$ cat config.mk
export PLATFORM = sky130hd
export DESIGN_NAME = pipe_ctrl_seq
export DESIGN_NICKNAME = d
export VERILOG_FILES = /design/src/rtl/pipe_ctrl_pkg.sv /design/src/rtl/pipe_ctrl_dec.sv /design/src/rtl/pipe_ctrl_seq.sv
export SDC_FILE = /design/constraint.sdc
export NUM_CORES = 1
export LEC_CHECK = 0
export BUFFER_PORTS_ARGS = -buffer_cell sky130_fd_sc_hd__buf_4
export CAP_MARGIN = 20
export CORE_AREA = 3 3 53 55
export DETAILED_ROUTE_END_ITERATION = 16
export DIE_AREA = 0 0 56 58
export PLACE_DENSITY_LB_ADDON = 0.2
export SETUP_SLACK_MARGIN = 0.2
export SYNTH_ARGS = -nofsm -noshare
export SYNTH_HDL_FRONTEND = slang
export SYNTH_SLANG_ARGS = --single-unit
$ cat constraint.sdc
create_clock -name clk -period 4.7 [get_ports clk]
set_input_delay 0.47 -clock clk [delete_from_list [all_inputs] [get_ports clk]]
set_output_delay 0.47 -clock clk [all_outputs]
set_load 0.1 [all_outputs]
$ cat src/rtl/pipe_ctrl_pkg.sv
// Purpose: shared constants for the pipeline control sequencer (opcodes, FSM states, control-word layout).
// Latency: n/a (definitions only).
// Backpressure: n/a.
package pipe_ctrl_pkg;

  // Control word layout, MSB first:
  // {alu_op[1:0], mux_a[1:0], mux_b[1:0], mux_c, reg_write[1:0], byte_en, mem_write, r0_select}
  localparam int CTRL_W      = 12;
  localparam int ALU_LSB     = 10;
  localparam int MUXA_LSB    = 8;
  localparam int MUXB_LSB    = 6;
  localparam int MUXC_BIT    = 5;
  localparam int RW_LSB      = 3;
  localparam int BYTE_EN_BIT = 2;
  localparam int MEM_WR_BIT  = 1;
  localparam int R0_SEL_BIT  = 0;

  localparam logic [3:0] OP_HALT = 4'b0000;
  localparam logic [3:0] OP_ANDI = 4'b0001;
  localparam logic [3:0] OP_ORI  = 4'b0010;
  localparam logic [3:0] OP_BGT  = 4'b0100;
  localparam logic [3:0] OP_BLT  = 4'b0101;
  localparam logic [3:0] OP_BEQ  = 4'b0110;
  localparam logic [3:0] OP_JMP  = 4'b0111;
  localparam logic [3:0] OP_LBU  = 4'b1010;
  localparam logic [3:0] OP_SB   = 4'b1011;
  localparam logic [3:0] OP_LW   = 4'b1100;
  localparam logic [3:0] OP_SW   = 4'b1101;
  localparam logic [3:0] OP_A    = 4'b1111;

  // Comparator result encoding
  localparam logic [1:0] BR_EQ = 2'b01;
  localparam logic [1:0] BR_GT = 2'b10;
  localparam logic [1:0] BR_LT = 2'b11;

  typedef enum logic [2:0] {
    ST_RUN    = 3'd0,
    ST_FLUSH  = 3'd1,
    ST_STALL  = 3'd2,
    ST_TRAP   = 3'd3,
    ST_HALTED = 3'd4
  } state_e;

  // Assemble a control word; r0_select is left 0 and set by the sequencer on taken branches.
  function automatic logic [CTRL_W-1:0] mk_ctrl(input logic [1:0] alu, input logic [1:0] muxa,
                                                input logic [1:0] muxb, input logic muxc,
                                                input logic [1:0] rw, input logic be,
                                                input logic mw);
    logic [CTRL_W-1:0] c;
    c                 = '0;
    c[ALU_LSB+:2]     = alu;
    c[MUXA_LSB+:2]    = muxa;
    c[MUXB_LSB+:2]    = muxb;
    c[MUXC_BIT]       = muxc;
    c[RW_LSB+:2]      = rw;
    c[BYTE_EN_BIT]    = be;
    c[MEM_WR_BIT]     = mw;
    return c;
  endfunction

endpackage

$ cat src/rtl/pipe_ctrl_dec.sv
// Purpose: combinational opcode decode -> control word, known/halt flags and branch-taken flag.
// Latency: 0 cycles (pure combinational).
// Backpressure: none; the sequencer decides whether the decode is used.
// Ports: i_opcode, i_branch_result in; o_ctrl (control word), o_known (listed opcode),
//        o_halt, o_cond_br (conditional branch opcode), o_taken (branch taken or jmp) out.
module pipe_ctrl_dec
  import pipe_ctrl_pkg::*;
#(
  parameter int OPC_W = 4
) (
  input  logic [OPC_W-1:0]  i_opcode,
  input  logic [1:0]        i_branch_result,
  output logic [CTRL_W-1:0] o_ctrl,
  output logic              o_known,
  output logic              o_halt,
  output logic              o_cond_br,
  output logic              o_taken
);

  always_comb begin
    o_ctrl    = '0;
    o_known   = 1'b0;
    o_halt    = 1'b0;
    o_cond_br = 1'b0;
    o_taken   = 1'b0;
    case (i_opcode)
      OPC_W'(OP_A): begin
        o_ctrl  = mk_ctrl(2'b01, 2'b00, 2'b00, 1'b1, 2'b11, 1'b0, 1'b0);
        o_known = 1'b1;
      end
      OPC_W'(OP_ANDI): begin
        o_ctrl  = mk_ctrl(2'b00, 2'b00, 2'b11, 1'b0, 2'b00, 1'b0, 1'b0);
        o_known = 1'b1;
      end
      OPC_W'(OP_ORI): begin
        o_ctrl  = mk_ctrl(2'b10, 2'b00, 2'b11, 1'b0, 2'b00, 1'b0, 1'b0);
        o_known = 1'b1;
      end
      OPC_W'(OP_LBU): begin
        o_ctrl  = mk_ctrl(2'b11, 2'b11, 2'b00, 1'b0, 2'b11, 1'b1, 1'b0);
        o_known = 1'b1;
      end
      OPC_W'(OP_LW): begin
        o_ctrl  = mk_ctrl(2'b11, 2'b11, 2'b00, 1'b0, 2'b11, 1'b0, 1'b0);
        o_known = 1'b1;
      end
      OPC_W'(OP_SB): begin
        o_ctrl  = mk_ctrl(2'b11, 2'b11, 2'b00, 1'b0, 2'b00, 1'b1, 1'b1);
        o_known = 1'b1;
      end
      OPC_W'(OP_SW): begin
        o_ctrl  = mk_ctrl(2'b11, 2'b11, 2'b00, 1'b0, 2'b00, 1'b0, 1'b1);
        o_known = 1'b1;
      end
      OPC_W'(OP_BGT): begin
        o_known   = 1'b1;
        o_cond_br = 1'b1;
        o_taken   = (i_branch_result == BR_GT);
      end
      OPC_W'(OP_BLT): begin
        o_known   = 1'b1;
        o_cond_br = 1'b1;
        o_taken   = (i_branch_result == BR_LT);
      end
      OPC_W'(OP_BEQ): begin
        o_known   = 1'b1;
        o_cond_br = 1'b1;
        o_taken   = (i_branch_result == BR_EQ);
      end
      OPC_W'(OP_JMP): begin
        o_known = 1'b1;
        o_taken = 1'b1;
      end
      OPC_W'(OP_HALT): begin
        o_known = 1'b1;
        o_halt  = 1'b1;
      end
      default: ;
    endcase
  end

endmodule

$ cat src/rtl/pipe_ctrl_seq.sv
// Purpose: pipeline control sequencer: decodes the ID-stage opcode and steers flush/stall/trap/halt.
// Latency: 1 cycle, every output is registered from the inputs sampled at the clk edge.
// Backpressure: none accepted; the stall output is this block's hold request to the pipeline.
// Ports: clk, reset (sync, active-high), valid_in, opcode, branch_result, overflow_flag, load_use in;
//        ctrl_out, ctrl_valid, pc_op, b_jmp, if_flush, id_flush, ex_flush, stall, halt, trap, state out.
module pipe_ctrl_seq
  import pipe_ctrl_pkg::*;
#(
  parameter int OPC_W     = 4,
  parameter int FLUSH_CYC = 2,
  parameter int TRAP_EN   = 1
) (
  input  logic             clk,
  input  logic             reset,
  input  logic             valid_in,
  input  logic [OPC_W-1:0] opcode,
  input  logic [1:0]       branch_result,
  input  logic             overflow_flag,
  input  logic             load_use,
  output logic [11:0]      ctrl_out,
  output logic             ctrl_valid,
  output logic             pc_op,
  output logic             b_jmp,
  output logic             if_flush,
  output logic             id_flush,
  output logic             ex_flush,
  output logic             stall,
  output logic             halt,
  output logic             trap,
  output logic [2:0]       state
);

  localparam logic [2:0] FLUSH_LOAD = 3'(FLUSH_CYC - 1);

  logic [CTRL_W-1:0] w_dec_ctrl;
  logic              w_known, w_halt_op, w_cond_br, w_taken, w_trap_ev, w_go_trap;

  state_e            r_state, w_nxt_state;
  logic [2:0]        r_cnt, w_nxt_cnt;
  logic [CTRL_W-1:0] r_ctrl, w_nxt_ctrl;
  logic r_ctrl_valid, r_pc_op, r_b_jmp, r_if_flush, r_id_flush, r_ex_flush, r_stall, r_halt, r_trap;
  logic w_nxt_ctrl_valid, w_nxt_pc_op, w_nxt_b_jmp, w_nxt_if_flush, w_nxt_id_flush;
  logic w_nxt_ex_flush, w_nxt_stall, w_nxt_halt, w_nxt_trap;

  pipe_ctrl_dec #(.OPC_W(OPC_W)) u_dec (
    .i_opcode        (opcode),
    .i_branch_result (branch_result),
    .o_ctrl          (w_dec_ctrl),
    .o_known         (w_known),
    .o_halt          (w_halt_op),
    .o_cond_br       (w_cond_br),
    .o_taken         (w_taken)
  );

  assign w_trap_ev = (TRAP_EN != 0) && overflow_flag;

  always_comb begin
    w_nxt_state      = r_state;
    w_nxt_cnt        = r_cnt;
    w_nxt_ctrl       = '0;
    w_nxt_ctrl_valid = 1'b0;
    w_nxt_pc_op      = 1'b0;
    w_nxt_b_jmp      = 1'b0;
    w_nxt_if_flush   = 1'b0;
    w_nxt_id_flush   = 1'b0;
    w_nxt_ex_flush   = 1'b0;
    w_nxt_stall      = 1'b0;
    w_nxt_halt       = 1'b0;
    w_nxt_trap       = 1'b0;
    w_go_trap        = 1'b0;
    case (r_state)
      ST_RUN: begin
        // An empty decode slot is a bubble and never moves the FSM.
        if (valid_in) begin
          if (w_trap_ev) begin
            w_go_trap = 1'b1;
          end else if (w_halt_op) begin
            w_nxt_state    = ST_HALTED;
            w_nxt_halt     = 1'b1;
            w_nxt_if_flush = 1'b1;
          end else if (w_taken) begin
            w_nxt_state             = ST_FLUSH;
            w_nxt_cnt               = FLUSH_LOAD;
            w_nxt_ctrl              = w_dec_ctrl;
            w_nxt_ctrl[R0_SEL_BIT]  = w_cond_br;
            w_nxt_ctrl_valid        = 1'b1;
            w_nxt_pc_op             = 1'b1;
            w_nxt_b_jmp             = w_cond_br;
            w_nxt_if_flush          = 1'b1;
            w_nxt_id_flush          = 1'b1;
          end else if (load_use) begin
            w_nxt_state = ST_STALL;
            w_nxt_stall = 1'b1;
          end else begin
            w_nxt_ctrl       = w_dec_ctrl;
            w_nxt_ctrl_valid = w_known;
          end
        end
      end
      ST_FLUSH: begin
        // The taken-branch cycle already counted as the first flush cycle.
        if (w_trap_ev) begin
          w_go_trap = 1'b1;
        end else if (r_cnt == 3'd0) begin
          w_nxt_state = ST_RUN;
        end else begin
          w_nxt_cnt      = r_cnt - 3'd1;
          w_nxt_if_flush = 1'b1;
          w_nxt_id_flush = 1'b1;
        end
      end
      ST_STALL: begin
        if (load_use) begin
          w_nxt_stall = 1'b1;
        end else begin
          w_nxt_state = ST_RUN;
        end
      end
      ST_TRAP: w_nxt_state = ST_RUN;
      ST_HALTED: begin
        w_nxt_halt     = 1'b1;
        w_nxt_if_flush = 1'b1;
      end
      default: begin
        w_nxt_state = ST_RUN;
        w_nxt_cnt   = 3'd0;
      end
    endcase

    if (w_go_trap) begin
      w_nxt_state    = ST_TRAP;
      w_nxt_cnt      = 3'd0;
      w_nxt_trap     = 1'b1;
      w_nxt_pc_op    = 1'b1;
      w_nxt_if_flush = 1'b1;
      w_nxt_id_flush = 1'b1;
      w_nxt_ex_flush = 1'b1;
    end
  end

  always_ff @(posedge clk) begin
    if (reset) begin
      r_state      <= ST_RUN;
      r_cnt        <= 3'd0;
      r_ctrl       <= '0;
      r_ctrl_valid <= 1'b0;
      r_pc_op      <= 1'b0;
      r_b_jmp      <= 1'b0;
      r_if_flush   <= 1'b0;
      r_id_flush   <= 1'b0;
      r_ex_flush   <= 1'b0;
      r_stall      <= 1'b0;
      r_halt       <= 1'b0;
      r_trap       <= 1'b0;
    end else begin
      r_state      <= w_nxt_state;
      r_cnt        <= w_nxt_cnt;
      r_ctrl       <= w_nxt_ctrl;
      r_ctrl_valid <= w_nxt_ctrl_valid;
      r_pc_op      <= w_nxt_pc_op;
      r_b_jmp      <= w_nxt_b_jmp;
      r_if_flush   <= w_nxt_if_flush;
      r_id_flush   <= w_nxt_id_flush;
      r_ex_flush   <= w_nxt_ex_flush;
      r_stall      <= w_nxt_stall;
      r_halt       <= w_nxt_halt;
      r_trap       <= w_nxt_trap;
    end
  end

  assign ctrl_out   = r_ctrl;
  assign ctrl_valid = r_ctrl_valid;
  assign pc_op      = r_pc_op;
  assign b_jmp      = r_b_jmp;
  assign if_flush   = r_if_flush;
  assign id_flush   = r_id_flush;
  assign ex_flush   = r_ex_flush;
  assign stall      = r_stall;
  assign halt       = r_halt;
  assign trap       = r_trap;
  assign state      = r_state;

endmodule

* Word-level counts from Yosys, hierarchy flattened
Cells that the tools add are included.
** Cells by class
- $add $sub $neg :: 1
- Equality and inequality tests :: 34
- Multiplexer cells :: 55
- Bitwise logic cells :: 5
- Reduce and logical (&&, ||, !) cells :: 12
** Operator list (count)
- 12-bit case mux with 7 select lines :: 1
- 3-bit two-way mux :: 14
- 1-bit two-way mux :: 29
- 12-bit two-way mux :: 2
- 7-bit AND reduction :: 3
- 4-bit equality test, second input constant :: 5
- 4-bit by 3-bit equality test with 1-bit output, second input constant :: 4
- 2-bit != test, second input constant :: 8
- 3-bit != test, second input constant :: 5
- 3-bit case mux with 4 select lines :: 1
- 12-bit OR reduction :: 1
- 3-bit case mux with 3 select lines :: 1
- 1-bit case mux with 2 select lines :: 4
- 3-bit by 2-bit equality test with 1-bit output, second input constant :: 2
- 3-bit logical NOT :: 2
- 3-bit OR reduction :: 2
- 6-bit OR reduction :: 1
- 5-bit by 3-bit != test with 1-bit output, second input constant :: 1
- 1-bit NOT :: 5
- 5-bit OR reduction :: 1
- 2-bit equality test, second input constant :: 2
- 4-bit by 1-bit equality test with 1-bit output, second input constant :: 1
- 4-bit by 2-bit equality test with 1-bit output, second input constant :: 1
- 4-bit logical NOT :: 1
- 10 further kinds :: 10
** Storage, ports and cells
- Register bits after elaboration :: 26
- Output and inout port bits :: 24

* Depth between registers and ports, before layout
- Depth in word-level cells :: 8
- Depth in mapped cells :: 7

* Cells and area by module
Synthesis repeated with hierarchy kept, for this count alone.
** Second synthesis, totals
- Cells, all modules :: 136
- Area total of the unflattened synthesis :: 1252.5 µm²
** By module, submodules not included
- pipe_ctrl_seq :: instances 1, cells an instance 105, area each 1032.2 µm², seq. area each 520.5 µm²
- pipe_ctrl_dec :: instances 1, cells an instance 31, area each 220.2 µm², seq. area each 0.0 µm²

* Least setup slack after synthesis
OpenSTA, ideal clock, no wires.
- Path kind :: flip-flop to flip-flop
- From :: reg r_state[0], in the netlist state[0]
- To :: reg r_cnt[2]
- Library setup time :: 0.127 ns
- Data arrival time :: 1.872 ns
- Path slack :: 2.701 ns
- Cell stages (with the launch flop) :: 5
- Path buffers :: 0
- Cell sequence :: dfxtp_1 -> o21ai_0 -> or3_1 -> nand2b_1 -> a211oi_1
** Between the ends
- Longest elaborated chain between the ends :: 4
- Elaborated cells on any way between the ends :: 17
** RTL lines
- start: declaration :: line pipe_ctrl_seq.sv:38 : state_e r_state, w_nxt_state;
- start signal: assignment :: line pipe_ctrl_seq.sv:156 : r_state <= w_nxt_state;
- 3-bit by 2-bit equality test with 1-bit output / 3-bit equality test (equally long branches) :: line pipe_ctrl_seq.sv:71 : case (r_state)
- 3-bit OR reduction (no line)
- 1-bit NOT (no line)
- 7-bit AND reduction (no line)
- end signal: assignment :: line pipe_ctrl_seq.sv:157 : r_cnt <= w_nxt_cnt;
- end: declaration :: line pipe_ctrl_seq.sv:39 : logic [2:0] r_cnt, w_nxt_cnt;
Parallel ways exist; a longest one is shown, timed or not.
A chain may end at the register's enable or synchronous reset.

* Worst setup path after layout
- From :: reg r_state[2], in the netlist state[2]
- To :: out state[2]
** RTL lines
- end: declaration :: line pipe_ctrl_seq.sv:30 : output logic [2:0] state
No word-level cell between the ends.

==> reports/qor.txt <==
Max Root-Sink Buffers: 2
Die Ht: 58 um
Port Buffer Count: 34
crit path time final: 1.88 ns
fmax: 532 MHz
Pins Over Slew Limit: 0
Skew-Pair Late Insertion Delay: 0.31 ns
slew margin rel.: 54.6%
Final Hold Viols: 0
worst stage delay on the critical path: 0.71 ns
Initial DRT Pass Iterations: 4
Sink Count: 22
vias post-DR: 994
delay-heaviest family, CP: flip-flops
# setup viols final: 0
Mapped Nets: 137
smallest hold slack: 0.370 ns
WL final: 2310 um
ys async rst share: 0%
Cell variety after synth: 40
Top FF cell, synth: dfxtp_1
fraction of layout cells with a size suffix above 1: 30.5%
WL per Instance: 12.8 um
Post-CTS Hold Fix Bufs: 0
wire length of the first global-routing pass: 3700 um
Worst Path Buf+Inv: 1
Num CTS Buffers: 3
final core occ: 55.2%
Clock power frac: 26.1%
CTS tree: done
Post-Syn Area: 1070 um2
# fillers: 227
Peak VDD IR: 0.150 mV
Area contributors post-synth: dfxtp_1, a21oi_1, buf_4, a31oi_1, nor2b_1
width of the die: 56 um
largest net degree at the start of global routing: 17
Max FO, Critical Path: 16
DRT iter0 DRCs: 30
register area: 440 um2
Seq cells post-synth: 22
CP max-delay cell: dfxtp_1
fin area: 1340 um2
Critical Path RT: 4.23 ns
remaining antenna violation count: 0
setup TNS: 0 ns
met2 Use GR: 22.0%
Post-DP Area: 1310 um2
sequential area share after synthesis: 41.0%
GP Congestion: 0.941
Max-Cap Viols: 0
Post-CTS Setup Bufs: 0
M3 GR Usage: 3.12%
Critical Path Sink Type: output port
met1 Use GR: 19.1%
internal cell power: 267 uW
Cells after Synth: 124
Rows: 18
antenna violations before repair: 0
ratio of total power to cell area: 299 nW/um2
Syn Area/Cell: 8.67 um2
diode count: 0
synth warn: 0
Global Route Usage Sum: 14.5%
Least-Margin Pin Slew: 0.675 ns
fin crit share: 40.0%
footprint of the multi-input gates: 551 um2
Total Die Area: 3250 um2
RSZ-0062 raised after global routing: false
Starting Density: 44.2%
Post-CTS Resized: 0
post-synth top area share: 41.0%
Most Crowded Layer GR: met2
Combinational Power Share: 24.3%
Switch Pwr: 133 uW
cells along the critical path: buf_4
DR vias/cell: 5.49
Final Net Count: 165
CTS root buffer: clkbuf_4
Core Region: 2430 um2
LEAKAGE: 0.552 nW
Area Growth Syn to Fin: 24.9%
CP Class: flip-flop to output port
Worst EP arrival: 1.41 ns
Sw Share: 33.3%
clock slew at reported path FFs: 0.12 ns
vias in the first global route: 819
clk_skew: 0.00167 ns
drt drc: 0
Max H-tree Level: 1
GR Overflow Total: 0
status: complete, no violations
Post-synth EDFFs: 0
worst min path class: input pin to flip-flop
Detail Placement HPWL: 1720 um
Seq pwr share: 49.6%
largest area contributor in the netlist: dfxtp_1
I/O Pins: 35
Tot Pwr: 401 uW
Setup crit start kind: flip-flop
-- path summary, 6_finish.rpt --
check                                from           to  slack, ns  cells past startpoint
worst min register to register   r_cnt[2]     r_cnt[2]       0.50                      1
worst max-delay path             state[2]     state[2]       2.82                      1
worst min-delay path            opcode[3]  ctrl_out[7]       0.37                      2
worst max register to register   state[2]  ctrl_out[7]       2.86                      5
-- layout by cell type (no fill, tap or decap), drive strengths merged, types with 3 or more instances in the layout --
cell | netlist | layout
buf | 6 | 34
dfxtp | 22 | 22
nand2 | 10 | 10
a21oi | 9 | 9
nor2 | 8 | 8
inv | 6 | 6
nand3 | 6 | 6
nor2b | 6 | 6
a31oi | 5 | 5
nor3 | 5 | 5
o21ai | 4 | 4
nor4 | 4 | 4
clkbuf | 5 | 4
or3 | 3 | 3
a211oi | 3 | 3
-- cell type report --
| type | instances | share of cell area, % |
|---|---|---|
| well taps | 30 | 2.80 |
| inverters | 6 | 1.68 |
| clock buffers | 4 | 2.70 |
| flip-flops and latches | 22 | 32.8 |
| multi-input cells | 85 | 41.0 |
| repair buffers | 34 | 19.0 |
-- cells by family after synthesis --
kind of cell    count (synthesis)  share of synthesized area [%]
flops                          22                           41.0
fa+ha+maj                       2                           2.33
simple gates                   51                           28.4
xor+xnor                        2                           1.63
compound gates                 30                           18.9
buf+inv                        17                           7.80
-- power groups by stage --
| stage | sequential, mW | clock (mW) | combinational (mW) |
|---|---|---|---|
| finish | 0.199 | 0.104 | 0.0975 |
| global route | 0.200 | 0.113 | 0.104 |
| CTS | 0.199 | 0.106 | 0.0975 |
| detailed placement | 0.203 | 0 | 0.0971 |
| global placement | 0.203 | 0 | 0.0964 |
| floorplan | 0.233 | 0 | 0.0434 |
-- state kept, by name (all words and copies together) (netlist names) --
name,count
ctrl_out,9
halt,1
r_cnt,3
stall,1
id_flush,1
trap,1
pc_op,1
state,3
ctrl_valid,1
if_flush,1
-- synthesized netlist by cell type, types with 4 or more instances --
master,n
nor2b_1,5
nor3_1,5
nand3_1,6
clkbuf_1,5
nor2_1,8
nand2_1,8
o21ai_0,4
buf_4,5
inv_1,6
a21oi_1,9
dfxtp_1,22
a31oi_1,5
-- metrics by stage --
| step | worst slack (ns) | instances |
|---|---|---|
| after floorplan | 2.70 | 124 |
| after global placement | 2.80 | 177 |
| after detailed placement | 2.76 | 177 |
| after CTS | 2.82 | 181 |
| after global routing | 2.71 | 181 |
| final | 2.82 | 181 |
-- layer usage --
metal  share of wire [%]  up-vias
met5                   0        -
met4                 2.0        0
met3                 6.7        4
met2                  47       35
met1                  45      452
li1                    -      503
(Power assumes the default switching activity.)
